`config.mk`:
```
export PLATFORM = sky130hd
export DESIGN_NAME = vga_text_engine
export DESIGN_NICKNAME = d
export VERILOG_FILES = /design/src/rtl/vga_text_engine.sv
export SDC_FILE = /design/constraint.sdc
export NUM_CORES = 1
export LEC_CHECK = 0
export BUFFER_PORTS_ARGS = -buffer_cell sky130_fd_sc_hd__buf_2
export CORE_MARGIN = 2
export CORE_UTILIZATION = 47
export DETAILED_ROUTE_END_ITERATION = 16
export GPL_ROUTABILITY_DRIVEN = 0
export PLACE_DENSITY = 0.79
export SYNTH_ARGS = -nofsm -noshare
export SYNTH_HDL_FRONTEND = slang
export SYNTH_SLANG_ARGS = --single-unit
```
`constraint.sdc`:
```
create_clock -name clk -period 2.65 [get_ports clk]
set_input_delay 0.53 -clock clk [delete_from_list [all_inputs] [get_ports clk]]
set_output_delay 0.53 -clock clk [all_outputs]
set_load 0.02 [all_outputs]
```
`src/rtl/vga_text_engine.sv`:
```
// vga_text_engine: programmable VGA raster with a 3-stage character-cell renderer.
// Define VGA_TEXT_CURSOR_EN to add a blinking underline cursor.
module vga_text_engine #(
  parameter int H_VISIBLE    = 1280,
  parameter int H_FP         = 48,
  parameter int H_SYNC       = 32,
  parameter int H_BP         = 80,
  parameter int V_VISIBLE    = 800,
  parameter int V_FP         = 3,
  parameter int V_SYNC       = 6,
  parameter int V_BP         = 22,
  parameter bit HSYNC_POL    = 1'b1,
  parameter bit VSYNC_POL    = 1'b1,
  parameter int CHAR_W       = 8,
  parameter int CHAR_H       = 16,
  parameter int COLS         = H_VISIBLE / CHAR_W,
  parameter int ROWS         = V_VISIBLE / CHAR_H,
  parameter int ADDR_W       = $clog2(COLS * ROWS),
  parameter int BLINK_FRAMES = 30
) (
  input  logic              clk,
  input  logic              reset,
`ifdef VGA_TEXT_CURSOR_EN
  input  logic              cursor_en,
  input  logic [$clog2(COLS)-1:0] cursor_col,
  input  logic [$clog2(ROWS)-1:0] cursor_row,
`endif
  output logic [ADDR_W-1:0] char_addr,
  input  logic [15:0]       char_data,
  output logic [11:0]       font_addr,
  input  logic [7:0]        font_row,
  output logic [7:0]        vga_red,
  output logic [7:0]        vga_green,
  output logic [7:0]        vga_blue,
  output logic              vga_hsync,
  output logic              vga_vsync,
  output logic              video_on,
  output logic              frame_start
);
  localparam int H_TOTAL = H_VISIBLE + H_FP + H_SYNC + H_BP;
  localparam int V_TOTAL = V_VISIBLE + V_FP + V_SYNC + V_BP;
  localparam int HW = $clog2(H_TOTAL + 1);
  localparam int VW = $clog2(V_TOTAL + 1);

  if (H_VISIBLE % CHAR_W != 0 || V_VISIBLE % CHAR_H != 0 || CHAR_W != 8 || BLINK_FRAMES < 1 || CHAR_H > 16)
    begin : g_bad_cfg
      $error("vga_text_engine: visible area must be a whole number of 8xCHAR_H cells");
    end

  logic [HW-1:0] hcount;
  logic [VW-1:0] vcount;
  logic          h_end, v_end, vis0, hit0, pix;
  logic [3:0]    row0, s1_row, s2_fg, s2_bg, clr;
  logic [2:0]    s1_col, s2_col;
  // control bundle: {visible, hsync active, vsync active, frame start, cursor hit}
  logic [4:0]    ctl0, s1_ctl, s2_ctl;

  function automatic logic [7:0] chan(input logic b, input logic i);
    return b ? (i ? 8'hFF : 8'hAA) : (i ? 8'h55 : 8'h00);
  endfunction

  assign h_end = hcount == HW'(H_TOTAL - 1);
  assign v_end = vcount == VW'(V_TOTAL - 1);
  assign vis0  = hcount < HW'(H_VISIBLE) && vcount < VW'(V_VISIBLE);
  assign row0  = 4'(32'(vcount) % CHAR_H);
  assign char_addr = vis0 ? ADDR_W'((32'(vcount) / CHAR_H) * COLS + 32'(hcount) / CHAR_W) : '0;
  assign ctl0 = {vis0,
                 hcount >= HW'(H_VISIBLE + H_FP) && hcount < HW'(H_VISIBLE + H_FP + H_SYNC),
                 vcount >= VW'(V_VISIBLE + V_FP) && vcount < VW'(V_VISIBLE + V_FP + V_SYNC),
                 hcount == '0 && vcount == '0,
                 hit0};

`ifdef VGA_TEXT_CURSOR_EN
  localparam int BW = $clog2(BLINK_FRAMES + 1);
  logic [BW-1:0] blink_cnt;
  logic          blink_phase;
  logic          blink_wrap;
  assign blink_wrap = blink_cnt == BW'(BLINK_FRAMES - 1);
  // counting raster wraps makes the phase change land exactly on the next frame's first pixel
  always_ff @(posedge clk or posedge reset)
    if (reset) begin
      blink_cnt   <= '0;
      blink_phase <= 1'b0;
    end else if (h_end && v_end) begin
      blink_cnt   <= blink_wrap ? '0 : blink_cnt + 1'b1;
      blink_phase <= blink_phase ^ blink_wrap;
    end
  assign hit0 = cursor_en && blink_phase && 32'(hcount) / CHAR_W == 32'(cursor_col) &&
                32'(vcount) / CHAR_H == 32'(cursor_row) && 32'(row0) >= 32'(CHAR_H - 2);
`else
  assign hit0 = 1'b0;
`endif

  assign font_addr = {char_data[7:0], s1_row};
  assign pix = font_row[3'd7 - s2_col] | s2_ctl[0];
  assign clr = pix ? s2_fg : s2_bg;

  always_ff @(posedge clk or posedge reset)
    if (reset) begin
      hcount      <= '0;
      vcount      <= '0;
      s1_ctl      <= '0;
      s1_row      <= '0;
      s1_col      <= '0;
      s2_ctl      <= '0;
      s2_col      <= '0;
      s2_fg       <= '0;
      s2_bg       <= '0;
      vga_red     <= '0;
      vga_green   <= '0;
      vga_blue    <= '0;
      vga_hsync   <= !HSYNC_POL;
      vga_vsync   <= !VSYNC_POL;
      video_on    <= 1'b0;
      frame_start <= 1'b0;
    end else begin
      hcount      <= h_end ? '0 : hcount + 1'b1;
      if (h_end) vcount <= v_end ? '0 : vcount + 1'b1;
      s1_ctl      <= ctl0;
      s1_row      <= row0;
      s1_col      <= hcount[2:0];
      s2_ctl      <= s1_ctl;
      s2_col      <= s1_col;
      s2_fg       <= char_data[11:8];
      s2_bg       <= char_data[15:12];
      vga_red     <= s2_ctl[4] ? chan(clr[2], clr[3]) : 8'h00;
      vga_green   <= s2_ctl[4] ? chan(clr[1], clr[3]) : 8'h00;
      vga_blue    <= s2_ctl[4] ? chan(clr[0], clr[3]) : 8'h00;
      vga_hsync   <= s2_ctl[3] ~^ HSYNC_POL;
      vga_vsync   <= s2_ctl[2] ~^ VSYNC_POL;
      video_on    <= s2_ctl[4];
      frame_start <= s2_ctl[1];
    end
endmodule

```
## Word-level counts from Yosys, hierarchy flattened

Index checks and enable logic that the tools add are counted.

| operators by class | value |
|---|---|
| $mul | 1 |
| magnitude comparators | 7 |
| mux-type cells | 14 |
| $add $sub $neg | 4 |
| equal/unequal tests | 2 |
| reductions and logical operators | 6 |

Operators with widths:

| operator | count |
|---|---|
| 8-bit two-way mux | 6 |
| 11-bit < comparator (second input constant) | 2 |
| 10-bit < comparator (second input constant) | 2 |
| 7-bit two-way mux | 2 |
| 13-bit by 8-bit adder with 13-bit output | 1 |
| 13-bit two-way mux | 1 |
| 11-bit by 1-bit adder with 11-bit output (second input constant) | 1 |
| 11-bit equality test (second input constant) | 1 |
| 11-bit greater-or-equal comparator (second input constant) | 1 |
| 11-bit logical NOT | 1 |
| 11-bit two-way mux | 1 |
| 10-bit by 1-bit adder with 10-bit output (second input constant) | 1 |
| 10-bit equality test (second input constant) | 1 |
| 10-bit greater-or-equal comparator (second input constant) | 1 |
| 10-bit logical NOT | 1 |
| 10-bit two-way mux | 1 |
| 6-bit by 3-bit multiplier with 8-bit output (second input constant) | 1 |
| 1-bit logical AND | 4 |
| 3-bit by 4-bit < comparator with 1-bit output (second input constant) | 1 |
| 4-bit two-way mux | 1 |
| 1-bit binary-select mux with 3-bit select | 1 |
| 3-bit subtractor (first input constant) | 1 |
| 1-bit two-way mux | 1 |

| storage, ports and cells | value |
|---|---|
| logic and storage cells | 50 |
| output and inout bits | 53 |
| bits of input ports | 26 |
| bits in registers | 75 |

## Depth between registers and ports, before layout

| logic depth | value |
|---|---|
| depth after elaboration | 7 |
| depth in mapped cells | 9 |
| gate-level depth less buffers | 9 |

## Worst setup path before layout

Ideal clock, no wire load.

| timing | value |
|---|---|
| path kind | reg-to-output |
| start | register vcount[5] |
| end | output port char_addr[12] |
| data arrival time | 2,289 ps |
| data required time | 2,120 ps |
| path buffers | 0 |
| setup slack | -169 ps |
| stages on the path, launching flop included | 9 |
| cells stage by stage | dfrtp_1 -> ha_1 -> ha_1 -> inv_1 -> fa_1 -> nand3b_1 -> nor4_1 -> xnor2_1 -> nor2_1 |

| on the way | value |
|---|---|
| cells in the longest elaborated chain, start to end | 3 |
| elaborated cells on any way between the ends | 5 |
| classes of those cells | 1 x add/sub; 1 x mul; 1 x order compare; 1 x mux; 1 x reduce/logical |

RTL lines:

| item | RTL line | source |
|---|---|---|
| from (decl) | 51 | `logic [VW-1:0] vcount;` |
| from (signal assigned) | 118 | `if (h_end) vcount <= v_end ? '0 : vcount + 1'b1;` |
| 6-bit by 3-bit multiplier with 8-bit output or 10-bit < comparator (tied branches) | 66, 64 |  |
| 13-bit by 8-bit adder with 13-bit output or 1-bit logical AND (tied branches) | 66, 64 |  |
| 13-bit two-way mux * | 66 | `assign char_addr = vis0 ? ADDR_W'((32'(vcount) / CHAR_H) * COLS + 32'(hcount) / CHAR_W) : '0;` |
| to (decl) | 28 | `output logic [ADDR_W-1:0] char_addr,` |

Every way passes the cells marked *; elsewhere a longest branch is shown, timed or not.

## Final worst setup path

Ends and elaborated chain as after synthesis.

==> metrics.cfg <==
[sta]
tns_ns=-1.350
post-route-worst-setup-slack_ns=-0.4004
finalClockSkew_ns=0.009680
max_slew.worst_pin.slew_ns=0.6000
fin_crit_sh_pct=115.1
post-route-min-period_ns=3.050
setup_violations=4
rsz0062_at_grt=yes
hold_viol=0
max_freq_ghz=0.3278
slew_viol_final=0
relSlewSlack_pct=58.85

[cells_and_area]
layout.cells.non_filler=391
drive_gt1_share_pct=33.23
n_antenna_cell=0
final_nets=360
area_growth_pct=17.33
fill_cells=484

[routing]
drt_iter0_markers=145
wire_per_inst_um=13.50
first_pass_iters=4
drcViolationCount=0
drt_wl_total_um=5279
drtAntennaViolNets=0
route.vias.total=1968
viasPerCell=5.033

[grt]
overflow=0
grt_pass1_vias=1925
grt_pass1_wl_um=8811
grt_max_degree=24
track_usage_pct=17.64
antenna_found_initial=0

[clocking]
clk_latency_ns=0.31
ctsRootBufferMaster=clkbuf_8
cts.sinks=55
cts_buffers=5
clk_pin_slew_ns=0.10
htreeDepth=2
cts_buffer_depth=2
cts_tree=built

[power_and_ir_drop]
total_power_mw=1.541
p_per_area_nw_per_um2=466.6
leakagePower_nw=1.662
ir_worst_vdd_mv=0.2791

[floorplan]
initial_utilization_pct=48.12
coreArea_sq_um=5851
floorplan.rows=28
die_x_um=81.40
boundaryPins=79
die-area_sq_um=6625
die_h_um=81.40

[placed_design]
portBuffers=62
hpwl_um=3973
place_inst=379
pre_cts_slack_ns=-0.1577

[logic_synthesis]
synth.top_cell.area_share_pct=48.89
yosysTopAreaCell=dfrtp_1
synth_commonest_cells=55 x dfrtp_1, 32 x nor2_1, 28 x buf_4
ys_ff_latch=55
ys_warn_count=0
yosys_most_used_dff=dfrtp_1
synthesis.area_sq_um=2815
synth_fa_ha_area_share_pct=8.978
synth.distinct_cells=36
synth_compound_area_share_pct=4.267
synth_nets=310
ys_seq_area_share_pct=48.89
synthCells=265
synth_most_common_cell=dfrtp_1
synthArstFlopShare_pct=100.0
yosys-top-cells-area=dfrtp_1 49%, ha_1 7.6%, buf_4 7.5%
synthSimpleGateAreaFrac_pct=17.16
synth_top_family_by_area=simple AND/OR/NAND/NOR gates
synth_edf_count=0
postSynthAreaPerCell_sq_um=10.62
synthMuxAreaShare_pct=3.733
synth-xor-area-share_pct=6.222

[status]
outcome=finished, violations left
violations=setup timing

[critical_path]
crit_path_max_incr_delay_ns=0.43
required_ns=2.12
cp-end-kind=primary output
r2r_cells=5
critPathLaunchType=flip-flop
crit_path_max_fanout=2
critPathKind=flip-flop to primary output
cp_slowest_cell=fa_2
cp.arrival_ns=2.52
crit_path_cell_trace=ha_1 > ha_2 > inv_2 > fa_2 > nand3b_1 > nor4_2 > xnor2_1 > nor2_2 > buf_6

[job]
maxCapViolations=0

[worst_hold_path]
min_path_type=input port to asynchronous set/reset pin

==> flip-flops by register name (all words and copies together), names as in the netlist <==
signal       cells
frame_start      1
hcount          11
s1_col           3
s1_ctl           4
s1_row           4
s2_bg            4
s2_col           3
s2_ctl           4
s2_fg            4
vcount          10
vga_blue         2
vga_green        1
vga_hsync        1
vga_red          1
vga_vsync        1
video_on         1
==> cell families (layout without fill, tap and decap cells) <==
family,Yosys count,in the layout
adder cells (fa/ha/maj),19,19
multiplexers,8,8
flip-flops,55,55
buffers and inverters,50,101
AO/OA/AOI/OAI,21,21
AND/OR/NAND/NOR,92,92
XOR/XNOR,20,20
==> cell usage in the layout, fill, tap and decap left out, types with 7 or more instances in the layout <==
cell type  synthesis  final
buf_2              2     58
dfrtp_1           55     54
nor2_1            32     30
buf_4             28     17
ha_1              17     15
inv_1             16     14
xor2_1            11     11
nand2_1            8      8
nor2b_1            8      8
nand4_1            7      7
nand3_1            7      7
xnor2_1            9      7
==> path summary, 6_finish.rpt <==
kind,from,endpoint,slack (ns)
max,vcount[5],char_addr[12],-0.40
min,reset,vcount[2],0.14
max reg2reg,hcount[9],vcount[5],0.40
min reg2reg,s1_col[1],s2_col[1],0.36
max in group asynchronous,reset,hcount[8],1.92
min in group clk,char_data[9],s2_fg[1],0.33
==> power by group <==
part | internal [mW] | switching [mW]
Combinational | 0.0361 | 0.0689
Sequential | 0.849 | 0.00652
Clock | 0.311 | 0.270
==> final cells by class <==
| class | count | area (sq um) | area share (%) |
|---|---|---|---|
| clock buffer | 6 | 82.58 | 2.500 |
| sequential | 55 | 1378 | 41.70 |
| multi-input combinational | 160 | 1210 | 36.63 |
| inverter | 16 | 60.06 | 1.818 |
| timing repair buffer | 77 | 440.4 | 13.33 |
| tap | 75 | 93.84 | 2.841 |
| clock inverter | 2 | 38.79 | 1.174 |
==> worst max-delay path, delay by kind of cell (launching register included) <==
kind | cells | cell delay (ns)
buf+inv | 2 | 0.19
flops | 1 | 0.40
simple gates | 3 | 0.51
fa+ha+maj | 3 | 0.94
xor+xnor | 1 | 0.16
==> timing repair <==
| action | CTS | global route |
|---|---|---|
| pin swaps | 8 | 1 |
| setup buffers | 2 | 2 |
| setup endpoints to repair | 6 | 5 |
| hold buffers | 0 | 0 |
| resized for setup | 13 | 5 |
| gates cloned | 0 | 0 |
==> routing by layer <==
| metal | global-route usage [%] | vias up | part of all wire (%) |
|---|---|---|---|
| met1 | 21.49 | 919 | 41 |
| met2 | 30.49 | 89 | 50 |
| li1 | - | 952 | - |
| met3 | 3.556 | 8 | 7.4 |
| met5 | 0 | - | 0 |
| met4 | 7.119 | 0 | 1.9 |
==> per-stage QoR <==
step | util, % | cell area (sq um) | hold slack [ns]
2_1_floorplan | - | 2836 | 0.3312
3_3_place_gp | 52.65 | 3080 | 0.3316
3_5_place_dp | 52.65 | 3080 | 0.3355
4_1_cts | 55.77 | 3263 | 0.1497
5_1_grt | 56.46 | 3303 | 0.1558
6_report | 56.46 | 3303 | 0.1423
No activity file was read; power rests on OpenSTA's default activity.
